--- config.mk ---
export PLATFORM = sky130hd
export DESIGN_NAME = uart_rx_buffer_flat
export DESIGN_NICKNAME = d
export VERILOG_FILES = /design/src/rtl/uart_pkg.sv /design/src/rtl/uart_rx_buffer_if.sv /design/src/rtl/sync_fifo.sv /design/src/rtl/uart_rx_buffer.sv /design/src/flat_wrapper.sv
export SDC_FILE = /design/constraint.sdc
export NUM_CORES = 1
export LEC_CHECK = 0
export CORE_UTILIZATION = 40
export DETAILED_ROUTE_END_ITERATION = 8
export PLACE_DENSITY_LB_ADDON = 0.15
export SLEW_MARGIN = 25
export SYNTH_ARGS = -nofsm -noshare
export SYNTH_HDL_FRONTEND = slang
export SYNTH_SLANG_ARGS = --single-unit
--- constraint.sdc ---
create_clock -name clk -period 3.1 [get_ports clk]
set_input_delay 0.62 -clock clk [delete_from_list [all_inputs] [get_ports clk]]
set_output_delay 0.62 -clock clk [all_outputs]
set_load 0.03 [all_outputs]
--- src/rtl/uart_pkg.sv ---
// Shared definitions for the UART receive and transmit paths.
package uart_pkg;

    localparam int UART_DATA_BITS = 8;

    typedef enum logic [1:0] {
        IDLE,
        START,
        DATA,
        STOP
    } rx_state_t;

    function automatic int baud_div(input int clk_freq, input int baud);
        return clk_freq / baud;
    endfunction

endpackage

--- src/rtl/uart_rx_buffer_if.sv ---
// Read-side bus between the UART receive buffer and the Device register logic.
interface uart_rx_buffer_if #(
    parameter int FIFO_DEPTH = 4
);
    import uart_pkg::*;

    localparam int CW = $clog2(FIFO_DEPTH) + 1;

    logic                      rd_en;
    logic                      clr_err;
    logic [UART_DATA_BITS-1:0] rd_data;
    logic                      rd_valid;
    logic [CW-1:0]             count;
    logic                      overrun;
    logic                      frame_err;

    modport master (
        output rd_en, clr_err,
        input  rd_data, rd_valid, count, overrun, frame_err
    );

    modport slave (
        input  rd_en, clr_err,
        output rd_data, rd_valid, count, overrun, frame_err
    );

endinterface

--- src/rtl/sync_fifo.sv ---
// First-word-fall-through circular FIFO; pushes on a full FIFO and pops on an empty one are ignored.
module sync_fifo #(
    parameter int WIDTH = 8,
    parameter int DEPTH = 4
) (
    input  logic                       clk,
    input  logic                       reset,
    input  logic                       push,
    input  logic                       pop,
    input  logic [WIDTH-1:0]           din,
    output logic [WIDTH-1:0]           dout,
    output logic [$clog2(DEPTH):0]     count,
    output logic                       full,
    output logic                       empty
);

    localparam int AW = $clog2(DEPTH);
    localparam int CW = AW + 1;

    logic [WIDTH-1:0] mem_q [DEPTH];
    logic [WIDTH-1:0] mem_d [DEPTH];
    logic [AW-1:0]    wr_ptr_q, wr_ptr_d;
    logic [AW-1:0]    rd_ptr_q, rd_ptr_d;
    logic [CW-1:0]    count_q,  count_d;
    logic             do_push, do_pop;

    // Fullness is judged on the pre-pop occupancy, so a push into a full FIFO is lost even with a same-cycle pop.
    assign full    = (count_q == CW'(DEPTH));
    assign empty   = (count_q == '0);
    assign do_push = push && !full;
    assign do_pop  = pop && !empty;
    assign count   = count_q;
    assign dout    = empty ? '0 : mem_q[rd_ptr_q];

    always_comb begin
        mem_d    = mem_q;
        wr_ptr_d = wr_ptr_q;
        rd_ptr_d = rd_ptr_q;
        count_d  = count_q;
        if (do_push) begin
            mem_d[wr_ptr_q] = din;
            wr_ptr_d        = wr_ptr_q + 1'b1;
        end
        if (do_pop) begin
            rd_ptr_d = rd_ptr_q + 1'b1;
        end
        case ({do_push, do_pop})
            2'b10:   count_d = count_q + 1'b1;
            2'b01:   count_d = count_q - 1'b1;
            default: count_d = count_q;
        endcase
    end

    always_ff @(posedge clk) begin
        if (!reset) begin
            wr_ptr_q <= '0;
            rd_ptr_q <= '0;
            count_q  <= '0;
        end else begin
            wr_ptr_q <= wr_ptr_d;
            rd_ptr_q <= rd_ptr_d;
            count_q  <= count_d;
        end
    end

    always_ff @(posedge clk) begin
        mem_q <= mem_d;
    end

endmodule

--- src/rtl/uart_rx_buffer.sv ---
// UART receive path: synchronizes rx, deframes 8N1 characters and queues them in a FWFT FIFO.
module uart_rx_buffer
    import uart_pkg::*;
#(
    parameter int CLK_FREQ   = 110000000,
    parameter int BAUD_RATE  = 115200,
    parameter int FIFO_DEPTH = 4
) (
    input  logic           clk,
    input  logic           reset,
    input  logic           rx,
    uart_rx_buffer_if.slave bus
);

    localparam int DIV   = baud_div(CLK_FREQ, BAUD_RATE);
    localparam int CNT_W = $clog2(DIV);
    localparam int CW    = $clog2(FIFO_DEPTH) + 1;
    localparam int IDX_W = $clog2(UART_DATA_BITS);

    localparam logic [CNT_W-1:0] HALF_M1  = CNT_W'(DIV / 2 - 1);
    localparam logic [CNT_W-1:0] FULL_M1  = CNT_W'(DIV - 1);
    localparam logic [IDX_W-1:0] LAST_IDX = IDX_W'(UART_DATA_BITS - 1);

    logic                      rx_meta_q, rx_meta_d;
    logic                      rx_s_q,    rx_s_d;
    logic                      rx_d_q,    rx_d_d;
    rx_state_t                 state_q,   state_d;
    logic [CNT_W-1:0]          cnt_q,     cnt_d;
    logic [IDX_W-1:0]          bit_idx_q, bit_idx_d;
    logic [UART_DATA_BITS-1:0] shift_q,   shift_d;
    logic                      overrun_q, overrun_d;
    logic                      frame_err_q, frame_err_d;

    logic                      push;
    logic                      overrun_set;
    logic                      frame_set;
    logic                      fifo_full;
    logic                      fifo_empty;
    logic [CW-1:0]             fifo_count;
    logic [UART_DATA_BITS-1:0] fifo_dout;

    sync_fifo #(
        .WIDTH(UART_DATA_BITS),
        .DEPTH(FIFO_DEPTH)
    ) u_fifo (
        .clk   (clk),
        .reset (reset),
        .push  (push),
        .pop   (bus.rd_en),
        .din   (shift_q),
        .dout  (fifo_dout),
        .count (fifo_count),
        .full  (fifo_full),
        .empty (fifo_empty)
    );

    assign bus.rd_data   = fifo_dout;
    assign bus.rd_valid  = !fifo_empty;
    assign bus.count     = fifo_count;
    assign bus.overrun   = overrun_q;
    assign bus.frame_err = frame_err_q;

    always_comb begin
        rx_meta_d   = rx;
        rx_s_d      = rx_meta_q;
        rx_d_d      = rx_s_q;
        state_d     = state_q;
        cnt_d       = cnt_q;
        bit_idx_d   = bit_idx_q;
        shift_d     = shift_q;
        push        = 1'b0;
        overrun_set = 1'b0;
        frame_set   = 1'b0;

        case (state_q)
            // Only a high-to-low transition starts a frame, so a held break never retriggers.
            IDLE: begin
                if (rx_d_q && !rx_s_q) begin
                    cnt_d   = '0;
                    state_d = START;
                end
            end
            START: begin
                if (cnt_q == HALF_M1) begin
                    if (!rx_s_q) begin
                        cnt_d     = '0;
                        bit_idx_d = '0;
                        state_d   = DATA;
                    end else begin
                        state_d = IDLE;
                    end
                end else begin
                    cnt_d = cnt_q + 1'b1;
                end
            end
            DATA: begin
                if (cnt_q == FULL_M1) begin
                    shift_d[bit_idx_q] = rx_s_q;
                    cnt_d              = '0;
                    bit_idx_d          = bit_idx_q + 1'b1;
                    if (bit_idx_q == LAST_IDX) begin
                        state_d = STOP;
                    end
                end else begin
                    cnt_d = cnt_q + 1'b1;
                end
            end
            STOP: begin
                if (cnt_q == FULL_M1) begin
                    if (rx_s_q) begin
                        if (!fifo_full) begin
                            push = 1'b1;
                        end else begin
                            overrun_set = 1'b1;
                        end
                    end else begin
                        frame_set = 1'b1;
                    end
                    state_d = IDLE;
                end else begin
                    cnt_d = cnt_q + 1'b1;
                end
            end
            default: state_d = IDLE;
        endcase

        // A new error in the same cycle as a clear must still be reported.
        overrun_d = overrun_q;
        if (bus.clr_err) overrun_d = 1'b0;
        if (overrun_set) overrun_d = 1'b1;
        frame_err_d = frame_err_q;
        if (bus.clr_err) frame_err_d = 1'b0;
        if (frame_set)   frame_err_d = 1'b1;
    end

    always_ff @(posedge clk) begin
        if (!reset) begin
            rx_meta_q   <= 1'b1;
            rx_s_q      <= 1'b1;
            rx_d_q      <= 1'b1;
            state_q     <= IDLE;
            cnt_q       <= '0;
            bit_idx_q   <= '0;
            shift_q     <= '0;
            overrun_q   <= 1'b0;
            frame_err_q <= 1'b0;
        end else begin
            rx_meta_q   <= rx_meta_d;
            rx_s_q      <= rx_s_d;
            rx_d_q      <= rx_d_d;
            state_q     <= state_d;
            cnt_q       <= cnt_d;
            bit_idx_q   <= bit_idx_d;
            shift_q     <= shift_d;
            overrun_q   <= overrun_d;
            frame_err_q <= frame_err_d;
        end
    end

endmodule

--- src/flat_wrapper.sv ---
// flat-port wrapper written by rule: the top's interface ports become plain ports
module uart_rx_buffer_flat import uart_pkg::*;
#(
    parameter int CLK_FREQ   = 110000000,
    parameter int BAUD_RATE  = 115200,
    parameter int FIFO_DEPTH = 4
)
  (clk, reset, rx, bus_rd_en, bus_clr_err, bus_rd_data, bus_rd_valid, bus_count, bus_overrun, bus_frame_err);
  uart_rx_buffer_if #(.FIFO_DEPTH(FIFO_DEPTH)) bus_i ();
  input  logic clk;
  input  logic reset;
  input  logic rx;
  input wire logic [$bits(bus_i.rd_en)-1:0] bus_rd_en;
  input wire logic [$bits(bus_i.clr_err)-1:0] bus_clr_err;
  output wire logic [$bits(bus_i.rd_data)-1:0] bus_rd_data;
  output wire logic [$bits(bus_i.rd_valid)-1:0] bus_rd_valid;
  output wire logic [$bits(bus_i.count)-1:0] bus_count;
  output wire logic [$bits(bus_i.overrun)-1:0] bus_overrun;
  output wire logic [$bits(bus_i.frame_err)-1:0] bus_frame_err;
  assign bus_i.rd_en = bus_rd_en;
  assign bus_i.clr_err = bus_clr_err;
  assign bus_rd_data = bus_i.rd_data;
  assign bus_rd_valid = bus_i.rd_valid;
  assign bus_count = bus_i.count;
  assign bus_overrun = bus_i.overrun;
  assign bus_frame_err = bus_i.frame_err;
  uart_rx_buffer #(.CLK_FREQ(CLK_FREQ), .BAUD_RATE(BAUD_RATE), .FIFO_DEPTH(FIFO_DEPTH)) u_core (.clk(clk), .reset(reset), .rx(rx), .bus(bus_i));
endmodule
==> results.toml <==
[layout]
final_cells = 417
multi_input_area_um2 = 1488
area_growth_pct = 14.91
nets = 326
seq_area_um2 = 1662
num_antenna_cells = 0
drive_above_1_share_pct = 13.33
final_util_pct = 48.30
postLayoutCellArea_um2 = 3810
n_fill_cell = 722

[sta]
post-route-period-util_pct = 91.95
fin_ws_ns = 0.2495
clock_skew_ns = 0.009847
tightest_slew_ns = 0.6702
finalSetupTns_ns = 0
slew_headroom_pct = 55.05
rsz0062_at_grt = "false"
hold_ws_ns = 0.4148
slew_viol_final = 0
period_needed_ns = 2.850
setup_viol = 0
fmax_ghz = 0.3508
hold_violations = 0

[routing]
wire_per_inst_um = 16.12
route.detailed.drc = 0
drt-total-wl_mm = 6.722
dr.first_iter.drc_count = 103
num_vias = 2313
postRouteAntennaNets = 0
firstDrtPassIters = 4
via_per_inst = 5.547

[place]
dp_hpwl_mm = 4.729
placed_cell_area_um2 = 3592
place_congestion = 0.8525
post-place-ws_ns = 0.5096
portBuffers = 18
numPlacedInstances = 401

[logic_synthesis]
ys.flop_type = "dfxtp_1"
ys_seq_elements = 67
synthSimpleGateAreaFrac_pct = 19.13
synth_top_area_cell = "edfxtp_1"
synth_edf_count = 32
synth.most_common_cell = "dfxtp_1"
yosysUniqueCellTypes = 57
synth-compound-area-share_pct = 12.15
synth.area.top_cells = "edfxtp_1, dfxtp_1, mux4_2"
ys_seq_area_share_pct = 50.11
synthXorXnorAreaFrac_pct = 1.057
synth.cell_area_um2 = 3316
syn_inst = 293
synthAdderAreaFrac_pct = 4.377
synth_area_per_cell_um2 = 11.32
muxShareOfSynthArea_pct = 8.151
synth.top_cell.area_share_pct = 28.98
synth_top_family_by_area = "simple AND/OR/NAND/NOR gates"
netlist_top_cells_count = "dfxtp_1, edfxtp_1, inv_1, and2_1, nand2_1"
synthArstFlopShare_pct = 0
syn-num-nets = 309
ys_warn_count = 0

[global_routing]
grtUsageTotal_pct = 17.39
overflow = 0
grt_pass1_vias = 2273
grt_max_degree = 26
grt_pass1_wl_mm = 11.55
antenna_found_initial = 0

[min_path]
min_path_cells = 1
hold_start = "u_core.rx_meta_q$_SDFF_PN1_"
whs_endpoint = "u_core.rx_d_d$_SDFF_PN1_"
hp-class = "flip-flop to flip-flop"

[power]
leakagePower_nw = 1.170
total_power_mw = 1.774
power_density_nw_per_um2 = 465.5
peakVddDrop_v = 0.0002013

[critical_path]
r2r_slack_ns = 0.50
start_kind = "flip-flop"
crit_arrival_ns = 2.23
rr_endpoint = "u_core.u_fifo.count[2]$_SDFFE_PN0P_"
critical_path_required_ns = 2.48
r2r-start = "u_core.cnt_q[0]$_SDFFE_PN0P_"
crit_fanout = 8
crit_type = "flip-flop to output port"
cp-end-kind = "output port"
ff2ff_path_depth = 11

[clock_network]
cts_root_buf = "clkbuf_8"
post_cts.resized_instances = 0
clk_pin_slew_ns = 0.08
numCtsBuffers = 9
h-tree-depth = 3
cts_buffer_depth = 2
cts_tree = "built"
cts_setup_buffers = 0
clock_latency_ns = 0.34
cts.sinks = 67
postCtsHoldBufs = 0

[die]
ios = 19
die-area_um2 = 8657
core_area_um2 = 7888
rows = 32
die_y_um = 93.05
die_w_um = 93.05
start_util_pct = 42.04

[status]
status = "complete, no violations"

[flow_run]
maxCapViolations = 0
-- registers in the layout, summed over array words and instances (netlist names), named ones only --
signal	count
u_core.u_fifo.mem_q	32
u_core.cnt_q	10
u_core.shift_q	8
u_core.bit_idx_q	3
u_core.u_fifo.count	3
u_core.u_fifo.rd_ptr_q	2
u_core.u_fifo.wr_ptr_q	2
u_core.bus.frame_err	1
u_core.bus.overrun	1
u_core.rx_d_d	1
u_core.rx_d_q	1
u_core.rx_meta_q	1
u_core.state_q	1
-- critical path, stage by stage (launching register included) --
cell             delay [ns]
dfxtp_1                0.40
buf_4                  0.23
mux4_2                 0.51
and2_1                 0.16
clkdlybuf4s50_1        0.58
-- how the worst max path moves through the flow --
| stage | start | end | slack, ns | depth (start not counted) |
|---|---|---|---|---|
| floorplan | u_core.u_fifo.count[2]$_SDFFE_PN0P_ | u_core.u_fifo.count[2]$_SDFFE_PN0P_ | 0.66 | 10 |
| global placement | bus_rd_en | u_core.u_fifo.count[2]$_SDFFE_PN0P_ | 0.58 | 8 |
| CTS | u_core.u_fifo.rd_ptr_q[0]$_SDFFE_PN0P_ | bus_rd_data[0] | 0.19 | 4 |
| global route | u_core.u_fifo.rd_ptr_q[0]$_SDFFE_PN0P_ | bus_rd_data[6] | 0.12 | 4 |
| finish | u_core.u_fifo.rd_ptr_q[0]$_SDFFE_PN0P_ | bus_rd_data[0] | 0.25 | 4 |
| detailed placement | u_core.cnt_q[0]$_SDFFE_PN0P_ | u_core.u_fifo.count[2]$_SDFFE_PN0P_ | 0.51 | 11 |
-- kinds of logic after synthesis --
group           count (synthesis)
buf+inv                        39
xor+xnor                        4
mux                            17
flops                          67
simple gates                  102
compound gates                 53
fa+ha+maj                      11
-- layout by cell type, fill, tap and decap left out, types with 6 or more instances in the layout --
master / netlist / final
ha_1: 10 / 10
o211ai_1: 11 / 11
a21oi_1: 11 / 11
buf_4: 1 / 9
clkbuf_8: 0 / 9
mux4_2: 8 / 8
dfxtp_1: 35 / 35
nor2_1: 10 / 10
nand3_1: 11 / 11
mux2i_1: 9 / 9
nand2_1: 15 / 15
edfxtp_1: 32 / 32
and2_1: 15 / 15
o2111ai_1: 8 / 8
nand4_1: 9 / 9
clkdlybuf4s50_1: 0 / 18
o21ai_0: 6 / 6
inv_1: 18 / 18
-- layer usage --
layer  routed length, um  track usage [%]
met5                   0                0
met4                  89            5.385
met3                 233            4.878
met2                3258            28.13
met1                3140            22.58
-- final cells by class --
class	count	area share, %
timing repair buffer	27	6.502
multi-input combinational	187	39.05
sequential	67	43.61
clock inverter	6	2.365
inverter	18	1.773
tap	102	3.350
clock buffer	10	3.350
-- report_power, final --
group / internal [mW] / total, mW / switching (mW)
Clock: 0.456 / 0.801 / 0.345
Sequential: 0.920 / 0.925 / 0.00483
Combinational: 0.0174 / 0.0478 / 0.0304
Total: 1.39 / 1.77 / 0.380
Note: power is estimated with default switching activity, not from simulation.
